==> config.mk <==
export PLATFORM = sky130hd
export DESIGN_NAME = fir4_chan_sched
export DESIGN_NICKNAME = d
export VERILOG_FILES = /design/src/rtl/fir4_chan_sched.sv
export SDC_FILE = /design/constraint.sdc
export NUM_CORES = 1
export LEC_CHECK = 0
export ABC_AREA = 1
export CAP_MARGIN = 30
export CORE_AREA = 2 2 185 187
export CTS_BUF_LIST = sky130_fd_sc_hd__clkbuf_16
export DETAILED_ROUTE_END_ITERATION = 16
export DIE_AREA = 0 0 187 189
export SYNTH_ARGS = -nofsm -noshare
export SYNTH_HDL_FRONTEND = slang
export SYNTH_SLANG_ARGS = --single-unit
==> constraint.sdc <==
create_clock -name clk -period 5.3 [get_ports clk]
set_input_delay 1.06 -clock clk [delete_from_list [all_inputs] [get_ports clk]]
set_output_delay 1.06 -clock clk [all_outputs]
set_load 0.01 [all_outputs]
==> src/rtl/fir4_chan_sched.sv <==
// ============================================================================
// Module   : fir4_chan_sched
// Brief    : Multi-channel 4-tap unweighted FIR (x[n]+x[n-1]+x[n-2]+x[n-3]).
//            NCH sample streams share one 4-operand adder through a
//            round-robin arbiter. Each channel keeps a 3-sample history.
//            Results leave on one valid/ready port tagged with the channel.
// Revision : 1.0 - initial release
// ============================================================================
`default_nettype none

module fir4_chan_sched #(
  parameter  int w   = 16,
  parameter  int NCH = 4,
  localparam int CHW = $clog2(NCH)
) (
  input  logic             clk,
  input  logic             reset,
  input  logic [NCH-1:0]   in_valid,
  input  logic [NCH*w-1:0] in_data,
  output logic [NCH-1:0]   in_ready,
  input  logic             clr_valid,
  input  logic [CHW-1:0]   clr_chan,
  output logic             out_valid,
  output logic [w+1:0]     out_data,
  output logic [CHW-1:0]   out_chan,
  input  logic             out_ready,
  output logic             busy
);

  // Per-channel sample history: h0 is the newest stored sample.
  logic [w-1:0]   r_h0 [NCH];
  logic [w-1:0]   r_h1 [NCH];
  logic [w-1:0]   r_h2 [NCH];

  // Round-robin search start.
  logic [CHW-1:0] r_rr;

  // Stage 1: the four operands of the granted channel plus its tag.
  logic           r_s1_valid;
  logic [w-1:0]   r_s1_x;
  logic [w-1:0]   r_s1_a;
  logic [w-1:0]   r_s1_b;
  logic [w-1:0]   r_s1_c;
  logic [CHW-1:0] r_s1_tag;

  // Output register.
  logic           r_out_valid;
  logic [w+1:0]   r_out_data;
  logic [CHW-1:0] r_out_chan;

  // Combinational helpers.
  logic           w_adv;
  logic [NCH-1:0] w_grant;
  logic           w_acc;
  logic [CHW-1:0] w_acc_idx;
  logic [w-1:0]   w_acc_x;
  logic [w-1:0]   w_eff_h0;
  logic [w-1:0]   w_eff_h1;
  logic [w-1:0]   w_eff_h2;
  logic [NCH-1:0] w_clr_hit;
  logic [w+1:0]   w_sum;

  // The whole pipeline advances together whenever the output slot can move.
  assign w_adv = !r_out_valid || out_ready;

  // Round-robin arbiter: first requesting channel at or above the pointer.
  always_comb begin
    logic found;
    int   j;
    w_grant   = '0;
    w_acc_idx = '0;
    found     = 1'b0;
    j         = 0;
    for (int i = 0; i < NCH; i++) begin
      j = int'(r_rr) + i;
      if (j >= NCH) begin
        j = j - NCH;
      end
      if (!found && in_valid[j]) begin
        found      = 1'b1;
        w_grant[j] = 1'b1;
        w_acc_idx  = CHW'(j);
      end
    end
    if (reset || !w_adv) begin
      w_grant = '0;
    end
  end

  assign w_acc    = |w_grant;
  assign in_ready = w_grant;

  // Decode the clear request; out-of-range channel numbers match nothing.
  always_comb begin
    w_clr_hit = '0;
    for (int k = 0; k < NCH; k++) begin
      w_clr_hit[k] = clr_valid && (clr_chan == CHW'(k));
    end
  end

  // Select the granted sample and its history; a same-edge clear zeroes it.
  always_comb begin
    w_acc_x  = '0;
    w_eff_h0 = '0;
    w_eff_h1 = '0;
    w_eff_h2 = '0;
    for (int k = 0; k < NCH; k++) begin
      if (w_acc_idx == CHW'(k)) begin
        w_acc_x = in_data[k*w +: w];
        if (!w_clr_hit[k]) begin
          w_eff_h0 = r_h0[k];
          w_eff_h1 = r_h1[k];
          w_eff_h2 = r_h2[k];
        end
      end
    end
  end

  // History update: shift in accepted samples, zero cleared channels.
  always_ff @(posedge clk) begin
    for (int k = 0; k < NCH; k++) begin
      if (reset) begin
        r_h0[k] <= '0;
        r_h1[k] <= '0;
        r_h2[k] <= '0;
      end else if (w_grant[k]) begin
        r_h0[k] <= w_acc_x;
        r_h1[k] <= w_clr_hit[k] ? '0 : r_h0[k];
        r_h2[k] <= w_clr_hit[k] ? '0 : r_h1[k];
      end else if (w_clr_hit[k]) begin
        r_h0[k] <= '0;
        r_h1[k] <= '0;
        r_h2[k] <= '0;
      end
    end
  end

  // Round-robin pointer moves just past the channel that was served.
  always_ff @(posedge clk) begin
    if (reset) begin
      r_rr <= '0;
    end else if (w_acc) begin
      r_rr <= (w_acc_idx == CHW'(NCH - 1)) ? '0 : w_acc_idx + CHW'(1);
    end
  end

  // Stage 1 captures operands of the accepted sample; holds while stalled.
  always_ff @(posedge clk) begin
    if (reset) begin
      r_s1_valid <= 1'b0;
      r_s1_x     <= '0;
      r_s1_a     <= '0;
      r_s1_b     <= '0;
      r_s1_c     <= '0;
      r_s1_tag   <= '0;
    end else if (w_adv) begin
      r_s1_valid <= w_acc;
      if (w_acc) begin
        r_s1_x   <= w_acc_x;
        r_s1_a   <= w_eff_h0;
        r_s1_b   <= w_eff_h1;
        r_s1_c   <= w_eff_h2;
        r_s1_tag <= w_acc_idx;
      end
    end
  end

  // Four sign-extended operands summed at w+2 bits, which cannot overflow.
  assign w_sum = {{2{r_s1_x[w-1]}}, r_s1_x} + {{2{r_s1_a[w-1]}}, r_s1_a}
               + {{2{r_s1_b[w-1]}}, r_s1_b} + {{2{r_s1_c[w-1]}}, r_s1_c};

  // Output register: loads the stage-1 sum, empties when nothing follows.
  always_ff @(posedge clk) begin
    if (reset) begin
      r_out_valid <= 1'b0;
      r_out_data  <= '0;
      r_out_chan  <= '0;
    end else if (w_adv) begin
      if (r_s1_valid) begin
        r_out_valid <= 1'b1;
        r_out_data  <= w_sum;
        r_out_chan  <= r_s1_tag;
      end else begin
        r_out_valid <= 1'b0;
      end
    end
  end

  assign out_valid = r_out_valid;
  assign out_data  = r_out_data;
  assign out_chan  = r_out_chan;
  assign busy      = r_s1_valid || r_out_valid;

endmodule

`default_nettype wire
==> summary.md <==
| Metric | Value |
|---|---|
| Run status | complete, no violations |
| Clock input transition at the sequential cells of the worst setup and hold paths | approximately 0.060 ns |
| Global-route wire length before repair | 66.6 mm |
| Ordered cell list for the critical path | inv_6, ha_1, inv_1, nand3_1, nand2_2, nor2_4, a21oi_1, nand3_1, nand2_2, inv_1, clkdlybuf4s50_1 |
| Most frequent cells in the layout | nor2_1, nand2_1, inv_1 |
| Initial Util | 44.6% |
| Area of the die | about 35000 um2 |
| Post-synth top flop | edfxtp_1 |
| # resized after CTS | 0 |
| Die H | ~190 um |
| Cell Count, Final, Fillers Out | between 2000 and 2500 |
| Clock sinks | 282 |
| Biggest fanout along the worst timing path | 9 |
| Die extent in x | 187 um |
| Crit path time final | between 4 and 5 ns |
| Count of hold buffers inserted by post-cts repair | 0 |
| Vias/cell | between 5 and 6 |
| Placed cell count | approximately 2200 |
| Share of the cycle needed by the critical path after routing | between 80% and 90% |
| Via count | between 10000 and 15000 |
| Launching element type of the critical path | flop |
| Final setup slack of the worst path | ~1.1 ns |
| Layout net count | between 1500 and 2000 |
| Total GRT Usage | 24.1% |
| Pin count of the biggest net entering global routing | 51 |
| # DRC | 0 |
| Cell count after synthesis | between 1500 and 2000 |
| Post-CTS setup buffer count | 0 |
| Port Buffer Count | just under 100 |
| Core region area | ~33000 um2 |
| Leading post-synthesis cells by cell area | edfxtp_1, dfxtp_1, nor2_1 |
| Share of the synthesized area in the top cell type | 38.8% |
| Cell area after technology mapping | between 10000 and 15000 um2 |
| Clock network latency to the later pin of the worst-skew pair | ~0.57 ns |
| Total wirelength of the detailed-routed design | roughly 43 mm |
| Antenna cell count | 0 |
| Std cell rows | 67 |
| Average cell area after synthesis | ~8.5 um2 |
| Cell type with the highest aggregate area in the netlist | edfxtp_1 |
| Root cell of the clock tree | clkbuf_16 |
| Setup clock skew after layout | 0.0294 ns |
| Via count of the first global-routing pass | about 12000 |
| Fmax | 235 MHz |
| Yosys warning total | 0 |
| Post-Place Setup Slack | 0.670 ns |
| Final-report max-slew violation count | 0 |
| Placer congestion estimate | roughly 0.85 |
| Path class of the lowest-slack min-delay path | reg2reg |
| Layout cells sized above 1 | between 6 and 7% |
| # H-tree levels | 1 |
| Share of flip-flops with an asynchronous set or reset after synthesis | 0% |
| Share of synthesized area occupied by flip-flops and latches | between 50 and 60% |
| DR WL/cell | 18.7 um |
| Flops & latches, synth | around 280 |
| Peak per-stage delay on the critical path | around 0.63 ns |
| Endpoints failing setup | 0 |
| Setup repair after global routing missed its margin | false |
| Number of buffers created by CTS | 30 |
| Least-Margin Pin Slew | 0.900 ns |
| Max Root-Sink Buffers | 3 |
| Kind of capture point of the worst setup path | output port |
| Final Hold Violating Endpoints | 0 |
| Overall overflow remaining after global route | 0 |
| Final HPWL DP | roughly 29 mm |
| Critical path's slowest cell | dfxtp_1 |
| TritonCTS clock tree | yes |
| Number of detailed-route iterations in the first pass | 5 |
| Number of antenna violations at the first check in global routing | 0 |
| Normalized max-slew margin | between 30% and 40% |
| Critical Setup Path Class | reg2out |
| Leading cell type in the layout, fill and taps excluded | nor2_1 |
| Area growth, synth to finish | 16.0% |
| Detail Route Antenna Nets | 0 |
| Net count after synthesis | around 1900 |
| EDFF count, synth | roughly 190 |
| Initial detailed-routing violation count | ~1000 |
| Endpoint arrival time on the critical path | around 3.2 ns |
| Required time reported for the critical path endpoint | 4.24 ns |
| Max cap viols | 0 |
| Setup Total Neg Slack | 0 ns |
| Number of top-level pins | 100 |
| Synth cell types | 42 |
[cell usage after synthesis (2+ instances only)]
| library cell | n |
|---|---|
| nand2_2 | 10 |
| o21a_1 | 16 |
| inv_1 | 246 |
| nor2_1 | 392 |
| nor3_1 | 2 |
| a211oi_1 | 2 |
| clkbuf_1 | 54 |
| nand3_2 | 5 |
| o21ai_0 | 106 |
| buf_6 | 9 |
| xnor2_1 | 5 |
| nand3_1 | 31 |
| o221ai_1 | 32 |
| a21boi_0 | 3 |
| a21boi_2 | 2 |
| inv_2 | 6 |
| nand2_1 | 330 |
| edfxtp_1 | 192 |
| a21oi_1 | 35 |
| fa_1 | 33 |
| xor2_1 | 7 |
| buf_2 | 21 |
| buf_1 | 8 |
| dfxtp_1 | 90 |
| nand4_1 | 21 |
| a31oi_1 | 20 |
| mux2i_1 | 16 |
| nand2_4 | 5 |
| o21ai_1 | 2 |
| o21bai_1 | 3 |
| ha_1 | 26 |
| nand3_4 | 2 |
| nor2_4 | 2 |
[worst paths after layout]
kind / from / to / slack (ns) / depth (start not counted)
worst min register to register: r_s1_tag[1] / out_chan[1] / 0.45 / 2
worst min-delay path: r_s1_tag[1] / out_chan[1] / 0.45 / 2
worst max-delay path: r_rr[0] / in_ready[0] / 1.05 / 11
worst max register to register: r_rr[0] / r_h0[0][4] / 1.08 / 18
[routing by layer]
metal / global-route usage, % / part of all wire (%) / routed length, um / vias up
met2: 40.5 / 46 / 19800 / 371
met3: 2.52 / 5.8 / 2470 / 56
li1: - / - / - / 5708
met5: 0 / 0 / 0 / -
met1: 33.3 / 45 / 19300 / 5731
met4: 6.81 / 2.7 / 1130 / 0
[cell families after synthesis]
logic type      synth area share (%)
compound gates                  9.09
xor+xnor                       0.708
flops                           51.0
fa+ha+maj                       6.64
mux                             1.08
buf+inv                         9.44
simple gates                    22.1
[flip-flops by register name (all words and copies together), names as in the netlist]
name / flops
out_chan: 2
out_data: 18
out_valid: 1
r_h0: 64
r_h1: 64
r_h2: 64
r_rr: 2
r_s1_a: 16
r_s1_b: 16
r_s1_c: 16
r_s1_tag: 2
r_s1_valid: 1
r_s1_x: 16
[cell type report]
cell class / count / area (um2)
clock buffer: 30 / 751
inverter: 253 / 955
fill: 3213 / 16100
tap: 448 / 561
timing repair buffer: 134 / 1340
multi-input combinational: 1115 / 5910
sequential: 282 / 7570
clock inverter: 26 / 129
[metrics by stage]
stage | hold slack, ns | util (%) | instance area [um2]
3_5_place_dp | 0.444 | 49.1 | 16300
3_3_place_gp | 0.440 | 49.0 | 16300
6_report | 0.453 | 51.7 | 17200
4_1_cts | 0.455 | 51.7 | 17200
2_1_floorplan | 0.430 | - | 14800
5_1_grt | 0.474 | 51.7 | 17200
[critical path: cells and delay by family, from the launching register on]
kind	cells	cell delay [ns]
adders and majority gates	1	0.39
and+or+nand+nor	5	0.63
buffers and inverters	4	0.84
DFF	1	0.63
AOI/OAI and AO/OA	1	0.11
Power is left out: the tool's default activity adds up to more than one toggle a clock period on the data nets, which glitch-free logic cannot reach.
